==> config.mk <==
export PLATFORM = sky130hd
export DESIGN_NAME = apb_reg_bank
export DESIGN_NICKNAME = d
export VERILOG_FILES = /design/src/rtl/apb_reg_bank_pkg.sv /design/src/rtl/apb_reg_bank_decode.sv /design/src/rtl/apb_reg_bank.sv
export SDC_FILE = /design/constraint.sdc
export NUM_CORES = 1
export LEC_CHECK = 0
export ABC_AREA = 0
export ABC_CLOCK_PERIOD_IN_PS = 3700
export CORE_MARGIN = 2
export CORE_UTILIZATION = 52
export DETAILED_ROUTE_END_ITERATION = 8
export PLACE_DENSITY = 0.76
export SYNTH_ARGS = -nofsm -noshare
export SYNTH_HDL_FRONTEND = slang
export SYNTH_SLANG_ARGS = --single-unit
==> constraint.sdc <==
create_clock -name clk -period 3.7 [get_ports clk]
set_input_delay 1.11 -clock clk [delete_from_list [all_inputs] [get_ports clk]]
set_output_delay 1.11 -clock clk [all_outputs]
set_load 0.01 [all_outputs]
==> src/rtl/apb_reg_bank_pkg.sv <==
// Shared types and register map constants for the APB register bank.
// No logic; no latency.
// No flow control of its own.
package apb_reg_bank_pkg;

    typedef enum logic {
        IDLE   = 1'b0,
        ACCESS = 1'b1
    } state_t;

    localparam int unsigned IDX_STATUS     = 0;
    localparam int unsigned IDX_INT_STATUS = 1;
    localparam int unsigned IDX_INT_ENABLE = 2;

    // STATUS layout: constant-one marker, live irq, register count.
    localparam int unsigned STATUS_ONE_BIT   = 0;
    localparam int unsigned STATUS_IRQ_BIT   = 1;
    localparam int unsigned STATUS_NREGS_LSB = 8;
    localparam int unsigned STATUS_NREGS_W   = 8;

endpackage

==> src/rtl/apb_reg_bank_decode.sv <==
// Address decode for the register bank: index, hit and error classification.
// Purely combinational, zero latency.
// No flow control; evaluated on the latched transfer attributes.
module apb_reg_bank_decode #(
    parameter int unsigned ADDR_WIDTH = 8,
    parameter int unsigned NUM_REGS   = 8
) (
    input  logic [ADDR_WIDTH-1:0] addr,
    input  logic                  write,
    input  logic                  priv,
    output logic [ADDR_WIDTH-3:0] idx,
    output logic                  hit,
    output logic                  err
);
    import apb_reg_bank_pkg::*;

    logic misaligned;
    logic out_of_range;
    logic ro_write;
    logic priv_fault;

    always_comb begin
        idx          = addr[ADDR_WIDTH-1:2];
        misaligned   = (addr[1:0] != 2'b00);
        out_of_range = (32'(idx) >= NUM_REGS);
        ro_write     = write && (32'(idx) == IDX_STATUS);
        // Unprivileged masters may still clear interrupts, nothing else.
        priv_fault   = write && !priv && (32'(idx) != IDX_INT_STATUS);
        err          = misaligned || out_of_range || ro_write || priv_fault;
        hit          = !err;
    end

endmodule

==> src/rtl/apb_reg_bank.sv <==
// APB4 register bank with W1C interrupt status and level irq; APB_REG_PPROT_EN adds pprot checking.
// Latency: 2 + WAIT_STATES cycles from setup; irq lags status/enable by one cycle.
// Backpressure: pready held low for WAIT_STATES access cycles; psel drop in ACCESS aborts without write.
module apb_reg_bank #(
    parameter int unsigned ADDR_WIDTH  = 8,
    parameter int unsigned DATA_WIDTH  = 32,
    parameter int unsigned NUM_REGS    = 8,
    parameter int unsigned WAIT_STATES = 0
) (
    input  logic                    clk,
    input  logic                    rst_n,
    input  logic [ADDR_WIDTH-1:0]   paddr,
    input  logic                    psel,
    input  logic                    penable,
    input  logic                    pwrite,
    input  logic [DATA_WIDTH-1:0]   pwdata,
    input  logic [DATA_WIDTH/8-1:0] pstrb,
    output logic [DATA_WIDTH-1:0]   prdata,
    output logic                    pready,
    output logic                    pslverr,
    input  logic [DATA_WIDTH-1:0]   hw_event,
    output logic                    irq
`ifdef APB_REG_PPROT_EN
    ,
    input  logic [2:0]              pprot
`endif
);
    import apb_reg_bank_pkg::*;

    localparam int unsigned IW = ADDR_WIDTH - 2;
    localparam int unsigned NB = DATA_WIDTH / 8;

    state_t                  state;
    logic [3:0]              wait_cnt;
    logic [ADDR_WIDTH-1:0]   addr_q;
    logic                    write_q;
    logic                    priv_q;
    logic [DATA_WIDTH-1:0]   wdata_q;
    logic [NB-1:0]           strb_q;

    logic [IW-1:0]           idx;
    logic                    hit;
    logic                    err;
    logic                    priv_in;
    logic                    done;
    logic                    commit;

    logic [DATA_WIDTH-1:0]   int_status;
    logic [DATA_WIDTH-1:0]   int_enable;
    logic [DATA_WIDTH-1:0]   gp_regs [NUM_REGS];
    logic [DATA_WIDTH-1:0]   wmask;
    logic [DATA_WIDTH-1:0]   w1c_mask;
    logic [DATA_WIDTH-1:0]   status_val;
    logic [DATA_WIDTH-1:0]   rdata;

`ifdef APB_REG_PPROT_EN
    logic unused_pprot;
    assign priv_in      = pprot[0];
    assign unused_pprot = ^pprot[2:1];
`else
    assign priv_in = 1'b1;
`endif

    apb_reg_bank_decode #(
        .ADDR_WIDTH (ADDR_WIDTH),
        .NUM_REGS   (NUM_REGS)
    ) u_decode (
        .addr  (addr_q),
        .write (write_q),
        .priv  (priv_q),
        .idx   (idx),
        .hit   (hit),
        .err   (err)
    );

    // Completion also requires the master to still be in the access phase,
    // so an aborted transfer never raises pready.
    assign done    = (state == ACCESS) && (wait_cnt == 4'd0) && psel && penable;
    assign commit  = done && write_q && hit;
    assign pready  = done;
    assign pslverr = done && err;
    assign prdata  = (done && !write_q && hit) ? rdata : '0;

    always_ff @(posedge clk or negedge rst_n) begin
        if (!rst_n) begin
            state    <= IDLE;
            wait_cnt <= 4'd0;
            addr_q   <= '0;
            write_q  <= 1'b0;
            priv_q   <= 1'b0;
            wdata_q  <= '0;
            strb_q   <= '0;
        end else begin
            case (state)
                IDLE: begin
                    if (psel && !penable) begin
                        state    <= ACCESS;
                        wait_cnt <= 4'(WAIT_STATES);
                        addr_q   <= paddr;
                        write_q  <= pwrite;
                        priv_q   <= priv_in;
                        wdata_q  <= pwdata;
                        strb_q   <= pstrb;
                    end
                end
                ACCESS: begin
                    if (!psel) begin
                        state <= IDLE;
                    end else if (penable) begin
                        if (wait_cnt != 4'd0) begin
                            wait_cnt <= wait_cnt - 4'd1;
                        end else begin
                            state <= IDLE;
                        end
                    end
                end
                default: state <= IDLE;
            endcase
        end
    end

    always_comb begin
        wmask = '0;
        for (int unsigned k = 0; k < NB; k++) begin
            wmask[k*8 +: 8] = {8{strb_q[k]}};
        end
        w1c_mask = '0;
        if (commit && (32'(idx) == IDX_INT_STATUS)) begin
            w1c_mask = wdata_q & wmask;
        end
    end

    always_comb begin
        status_val                                      = '0;
        status_val[STATUS_ONE_BIT]                      = 1'b1;
        status_val[STATUS_IRQ_BIT]                      = irq;
        status_val[STATUS_NREGS_LSB +: STATUS_NREGS_W]  = 8'(NUM_REGS);

        rdata = '0;
        if (32'(idx) == IDX_STATUS) begin
            rdata = status_val;
        end else if (32'(idx) == IDX_INT_STATUS) begin
            rdata = int_status;
        end else if (32'(idx) == IDX_INT_ENABLE) begin
            rdata = int_enable;
        end else begin
            for (int unsigned i = 3; i < NUM_REGS; i++) begin
                if (32'(idx) == i) begin
                    rdata = gp_regs[i];
                end
            end
        end
    end

    always_ff @(posedge clk or negedge rst_n) begin
        if (!rst_n) begin
            int_status <= '0;
            int_enable <= '0;
            irq        <= 1'b0;
            for (int unsigned i = 0; i < NUM_REGS; i++) begin
                gp_regs[i] <= '0;
            end
        end else begin
            irq <= |(int_status & int_enable);
            // hw_event is OR'd in after the clear so a same-cycle set survives.
            int_status <= (int_status & ~w1c_mask) | hw_event;
            if (commit && (32'(idx) == IDX_INT_ENABLE)) begin
                int_enable <= (int_enable & ~wmask) | (wdata_q & wmask);
            end
            for (int unsigned i = 3; i < NUM_REGS; i++) begin
                if (commit && (32'(idx) == i)) begin
                    gp_regs[i] <= (gp_regs[i] & ~wmask) | (wdata_q & wmask);
                end
            end
        end
    end

endmodule
==> metrics.txt, run 1 <==
most frequently used flop master after synthesis sky130_fd_sc_hd__dfrtp_1; post-synth top area cell sky130_fd_sc_hd__dfrtp_1; number of standard cells after synthesis 1016; Peak Freq 238 MHz; Static Leak 0.00742 uW; final critical-path setup slack -0.494 ns; crit path capture type primary output; maximum number of pins on one net before global-route repair 87; power density relative to cell area 440 nW/um^2; path type of the worst setup path register to primary output; Std-Cell Rows 57; setup repair after global routing missed its margin yes; cell area after technology mapping 12800 um^2; most numerous cell in the Yosys netlist sky130_fd_sc_hd__dfrtp_1; Reg clk slew, reported paths 0.06 ns; ranking of synthesized cells by instance count 276 x sky130_fd_sc_hd__dfrtp_1, 188 x sky130_fd_sc_hd__mux2_2, 79 x sky130_fd_sc_hd__nand2_1; post-place instance area 15100 um^2; placed wire-length estimate 25.3 mm; cell area after layout 16800 um^2; Initial Utilization 0.528; vias per cell 6.34; total nets after synthesis 1098; detail-routed net length per standard cell 25.3 um; Tcrit/Tclk final 1.13; Remaining DRCs 0; total count of hold-check failures in the final report 0; number of buffer cells added on primary ports 115; antenna viol nets, final 0; wire length of the first global-routing pass 59.7 mm; Remaining Overflow, GRT 0; Starting DRT DRC Count 1042; Bufs on Longest Clock Path 3; clock period minus final worst setup slack 4.19 ns; critical path depth in cells 8; slowest cell delay on critical path 0.59 ns; post-synthesis sequential area ratio 0.539; die width 161 um; relative slew slack 0.525; count of inserted antenna diode cells 0; global-route usage over all layers 0.301; Maximum Capacitance Violations 0; Hold Path Stages 1; largest driver fanout on the critical path 6; fraction of post-synthesis cell area in the top cell type by area 0.539; Worst EP required 2.59 ns; CTS H-tree depth 1; first-pass iteration count of the detailed router 5; Slew @ Worst Pin 0.713 ns; arrival time of the worst setup path 3.08 ns; insertion delay of the later-clocked pin in the worst-skew pair 0.55 ns; largest cells by area after synthesis sky130_fd_sc_hd__dfrtp_1 54%, sky130_fd_sc_hd__mux2_2 17%, sky130_fd_sc_hd__mux2_1 4.0%, sky130_fd_sc_hd__a22oi_1 2.4%, sky130_fd_sc_hd__nand2_1 2.3%; sum of negative setup slack -10.17 ns; element type at the critical path start register; Tightest Hold Check Type register to register; number of buffers added by the clock tree synthesis step 29; run status finished with violations; kind of cell with the highest combined delay on the critical path simple AND/OR/NAND/NOR gates; Final #Nets 1339; core box area 24200 um^2; die outline area 25900 um^2; Buf+Inv Stages, Crit Path 3; Final Total Pwr 7400 uW; worst reg-to-reg path cell count 17; layout cell share with drive strength beyond 1 0.406; worst IR drop on VDD 322 uV; count of state elements after synthesis 276; Die Span Y 161 um; endpoints failing setup 32; number of synthesized flops with an enable pin 0; violations in the final reports setup timing; number of max-slew violations in the final report 0; critical path cell sequence or4b_4 > nor3_4 > buf_12 > buf_8 > a221oi_1 > or4_1 > a311oi_2 > buf_2; initial antenna violation count 0; master of the slowest instance on the critical path sky130_fd_sc_hd__or4b_4; number of global-route vias before repair 10000; final WL 40.5 mm; Worst Skew 0.00828 ns; TritonCTS clock tree yes; unique cell type count in the Yosys netlist 58; number of vias in the routed layout 10200; clk sink count 276; count of synthesis-stage warnings from yosys 0; Synth Area per Inst 12.6 um^2; top-level I/O count 116; synthesis-to-layout area growth 31.4%; async set-or-reset flop fraction in the synthesized netlist 1.00; Clock Tree Root sky130_fd_sc_hd__clkbuf_16; Placer Congestion 0.889
final cells by class:
type	count	area [um^2]
Clock buffer	42	835
Clock inverter	11	115
Fill cell	1634	7420
Inverter	9	33.8
Multi-Input combinational cell	678	6000
Sequential cell	276	6910
Tap cell	324	405
Timing Repair Buffer	263	2520
routing by layer:
layer / global-route usage / part of all wire / vias to the layer above
met1: 0.411 / 0.40 / 5174
met4: 0.127 / 0.043 / 0
li1: - / - / 4321
met3: 0.0493 / 0.087 / 115
met5: 0 / 0 / -
met2: 0.481 / 0.48 / 558
through the flow:
step | hold WS (ns) | util | setup slack (ns) | std cells
after floorplan | 0.459 | - | 0.0113 | 1016
after global placement | 0.468 | 0.622 | -1.03 | 1499
after detailed placement | 0.476 | 0.622 | -1.03 | 1499
after CTS | 0.490 | 0.677 | -0.478 | 1582
after global routing | 0.500 | 0.694 | -0.549 | 1603
final | 0.490 | 0.694 | -0.494 | 1603
logic make-up after synthesis:
logic type                 share of synthesized area
DFF                                            0.539
adders and majority gates                   0.000977
and+or+nand+nor                                0.107
muxes                                          0.206
xor gates and xnor gates                    0.000684
AOI/OAI and AO/OA                              0.125
buffers and inverters                         0.0212
report_power, final:
part / switching, uW / internal [uW] / total, uW
sequential: 287 / 3160 / 3440
combinational: 539 / 512 / 1050
clock: 1200 / 1700 / 2900
path summary, 6_finish.rpt:
kind                                       startpoint                     end  slack, ns
worst max-delay path            addr_q[5]$_DFFE_PN0P_              prdata[18]      -0.49
worst min-delay path                         register                register       0.49
worst max register to register  addr_q[7]$_DFFE_PN0P_                register       0.07
worst min register to register               register                register       0.49
max in group asynchronous                       rst_n  wdata_q[8]$_DFFE_PN0P_       2.27
min in group asynchronous                       rst_n   addr_q[1]$_DFFE_PN0P_       0.58
layout by cell type, fill, tap and decap left out, types with 13 or more instances in the layout:
cell type | Yosys | final
sky130_fd_sc_hd__a21oi_1 | 32 | 21
sky130_fd_sc_hd__o21ai_0 | 22 | 19
sky130_fd_sc_hd__a21o_1 | 37 | 37
sky130_fd_sc_hd__nand3_4 | 10 | 17
sky130_fd_sc_hd__buf_2 | 7 | 32
sky130_fd_sc_hd__mux2_2 | 188 | 188
sky130_fd_sc_hd__dfrtp_1 | 276 | 275
sky130_fd_sc_hd__nor2_1 | 62 | 57
sky130_fd_sc_hd__buf_4 | 4 | 98
sky130_fd_sc_hd__clkdlybuf4s50_1 | 0 | 79
sky130_fd_sc_hd__a22oi_1 | 41 | 39
sky130_fd_sc_hd__mux2_1 | 45 | 43
sky130_fd_sc_hd__clkbuf_16 | 0 | 34
sky130_fd_sc_hd__or4_1 | 18 | 14
sky130_fd_sc_hd__nand2_1 | 79 | 78
sky130_fd_sc_hd__a311oi_2 | 0 | 17
sky130_fd_sc_hd__o221ai_1 | 13 | 13
sky130_fd_sc_hd__buf_6 | 2 | 24
sky130_fd_sc_hd__buf_12 | 0 | 15
timing repair:
action / 4_1_cts / 5_1_grt
endpoints found under the setup margin: 34 / 192
resized for setup: 192 / 55
cloned: 3 / 5
pin swaps: 22 / 31
buffers inserted: 27 / 25
hold buffers: 0 / 0
Note: power is estimated with default switching activity, not from simulation.
==> run 2: changes to the inputs <==
--- a/config.mk
+++ b/config.mk
@@ -8,9 +8,8 @@
 export ABC_AREA = 0
 export ABC_CLOCK_PERIOD_IN_PS = 3700
 export CORE_MARGIN = 2
-export CORE_UTILIZATION = 52
+export CORE_UTILIZATION = 37
 export DETAILED_ROUTE_END_ITERATION = 8
-export PLACE_DENSITY = 0.76
 export SYNTH_ARGS = -nofsm -noshare
 export SYNTH_HDL_FRONTEND = slang
 export SYNTH_SLANG_ARGS = --single-unit
==> metrics.txt, run 2 (synthesis gave the netlist of run 1 again) <==
combined flip-flop and latch cell area 6910 um^2 (about the same); relative slew slack 0.554 (+0.0291); maximum number of pins on one net before global-route repair 82 (-5.7%); wire length of the first global-routing pass 61.4 mm (+2.8%); Starting DRT DRC Count 714 (-31%); cell area after layout 17000 um^2 (+1.0%); number of buffers added by the clock tree synthesis step 34 (+17%); TritonCTS clock tree yes; crit path capture prdata[9]; final WL 40.8 mm (+0.69%); Tcrit/Tclk final 1.10 (-0.0340); placed insts 1640 (+9.4%); clk sink count 276 (unchanged); Bufs on Longest Clock Path 3 (unchanged); Final #Nets 1324 (-1.1%); post-place instance area 15400 um^2 (+2.0%); number of buffer cells added on primary ports 115 (unchanged); post-layout util 0.496 (-0.198); Slew @ Worst Pin 0.669 ns (-0.0437 ns); violations in the final reports setup timing; count of hold-fix buffers inserted at cts 0 (unchanged); first-pass iteration count of the detailed router 8 (+3); Std-Cell Rows 68 (+19%); CTS H-tree depth 2 (+1); Remaining DRCs 0 (unchanged); post-route non-filler standard cell count 1723 (+7.5%); Initial Utilization 0.374 (-0.155); detail-routed net length per standard cell 23.7 um (-6.3%); critical path cell sequence or4b_4 > buf_6 > nor2_4 > buf_8 > a221oi_1 > or4_4 > a311oi_2 > buf_2; vias per cell 5.62 (-11%); top-level I/O count 116 (unchanged); total count of hold-check failures in the final report 0 (unchanged); worst reg2reg setup slack 0.64 ns (+0.57 ns); worst setup slack before clock tree synthesis -0.865 ns (+0.162 ns); setup repair after global routing missed its margin yes; clock period minus final worst setup slack 4.07 ns (-0.126 ns); count of inserted antenna diode cells 0 (unchanged); number of vias in the routed layout 9685 (-4.8%); Worst EP required 2.59 ns (about the same); Reg clk slew, reported paths 0.06 ns (about the same); Maximum Capacitance Violations 0 (unchanged); insertion delay of the later-clocked pin in the worst-skew pair 0.50 ns (-0.05 ns); worst IR drop on VDD 293 uV (-8.9%); Placer Congestion 0.856 (-3.6%); largest driver fanout on the critical path 6 (unchanged); Remaining Overflow, GRT 0 (unchanged); endpoints failing setup 32 (unchanged); layout cell share with drive strength beyond 1 0.395 (-0.0107); arrival time of the worst setup path 2.96 ns (-0.12 ns); beginning of the worst register-to-register path addr_q[6]$_DFFE_PN0P_; path type of the worst setup path register to primary output; final critical-path setup slack -0.368 ns (+0.126 ns); Critical path origin addr_q[6]$_DFFE_PN0P_; metal1 wirelength 17.8 mm (+11%); power density relative to cell area 476 nW/um^2 (+8.4%); Met3 Routed Length 2.42 mm (-31%); Final Total Pwr 8090 uW (+9.4%); run status finished with violations; number of max-slew violations in the final report 0 (unchanged); Worst Skew 0.0119 ns (+0.00359 ns); Peak Freq 246 MHz (+3.1%); crit path capture type primary output; element type at the critical path start register; worst reg-to-reg path cell count 10 (-7); slowest cell delay on critical path 0.58 ns (about the same); die width 190 um (+18%); top routing layer in use met4; Tightest Hold Check Type register to register; placed wire-length estimate 28.0 mm (+11%); Die Span Y 190 um (+18%); number of fill cells 3031 (+85%); die outline area 36100 um^2 (+39%); number of global-route vias before repair 9849 (-1.8%); synthesis-to-layout area growth 32.7%; core box area 34300 um^2 (+41%); initial antenna violation count 0 (unchanged); Static Leak 0.00749 uW (+0.87%); antenna viol nets, final 0 (unchanged); sum of met2 wire segment lengths after detailed routing 19.5 mm (+1.5%); Clock Tree Root sky130_fd_sc_hd__clkbuf_16; most common cell after layout, fill and taps aside sky130_fd_sc_hd__dfrtp_1; commonest cells after routing, fill and taps aside 276 x sky130_fd_sc_hd__dfrtp_1, 188 x sky130_fd_sc_hd__mux2_2, 88 x sky130_fd_sc_hd__buf_4, 79 x sky130_fd_sc_hd__clkdlybuf4s50_1, 78 x sky130_fd_sc_hd__nand2_1; master of the slowest instance on the critical path sky130_fd_sc_hd__or4b_4; combined area of the multi-input logic cells 5900 um^2 (-1.7%); global-route usage over all layers 0.226 (-0.0755)
run 2: changes by cell type in the layout (fill, tap and decap cells not counted), sizes merged:
cell         before  now
buf             176  161
clkbuf           48   52
clkinvlp          4    0
bufinv            2    5
clkinv            5    4
dlygate4sd2       2    3
inv               9   10
run 2: critical path: cells and delay by family (launching register included):
family                 cells  cell delay, ns
AOI/OAI and AO/OA          2            0.32
DFF                        1            0.40
buffers and inverters      3            0.48
and+or+nand+nor            3            1.26
run 2: how the worst min path moves through the flow:
stage | start | slack (ns) | cells after the start | to
4_1_cts | register | 0.49 | 1 | register
2_1_floorplan | register | 0.46 | 1 | register
3_3_place_gp | register | 0.47 | 1 | register
6_report | register | 0.49 | 1 | register
3_5_place_dp | register | 0.48 | 1 | register
5_1_grt | register | 0.50 | 1 | register
run 2: per-layer routing:
metal  track usage  vias up
li1              -     4287
met1         0.309     5000
met2         0.372      328
met3        0.0343       70
met4        0.0638        0
met5             0        -
run 2: power by group:
| group | leakage, uW | switching, uW | internal [uW] | total (uW) |
|---|---|---|---|---|
| combinational | 0.00328 | 519 | 489 | 1010 |
| sequential | 0.00358 | 282 | 3160 | 3440 |
| clock | 0.000625 | 1280 | 2370 | 3650 |
run 2: layout make-up:
class,instances,area share
flip-flops and latches,276,0.406
repair buffers,243,0.136
well taps,455,0.0335
multi-input cells,678,0.347
inverters,9,0.00199
clock inverters,10,0.0105
clock buffers,52,0.0637
run 2: metrics by stage:
stage / TNS, ns / hold slack (ns)
floorplan: 0 / 0.459
global placement: -23.52 / 0.470
detailed placement: -24.03 / 0.481
CTS: -9.39 / 0.493
global route: -10.72 / 0.501
finish: -8.01 / 0.491
run 2: repair_timing:
item,4_1_cts,5_1_grt
pin swaps,36,20
resized for setup,177,32
setup endpoints to repair,34,33
setup buffers,11,11
gates cloned,1,0
==> run 3: changes to the inputs <==
--- a/config.mk
+++ b/config.mk
@@ -5,7 +5,6 @@
 export SDC_FILE = /design/constraint.sdc
 export NUM_CORES = 1
 export LEC_CHECK = 0
-export ABC_AREA = 0
 export ABC_CLOCK_PERIOD_IN_PS = 3700
 export CORE_MARGIN = 2
 export CORE_UTILIZATION = 37
==> results of run 3 <==
No change in the layout: final DEF, timing and power equal those of run 2.
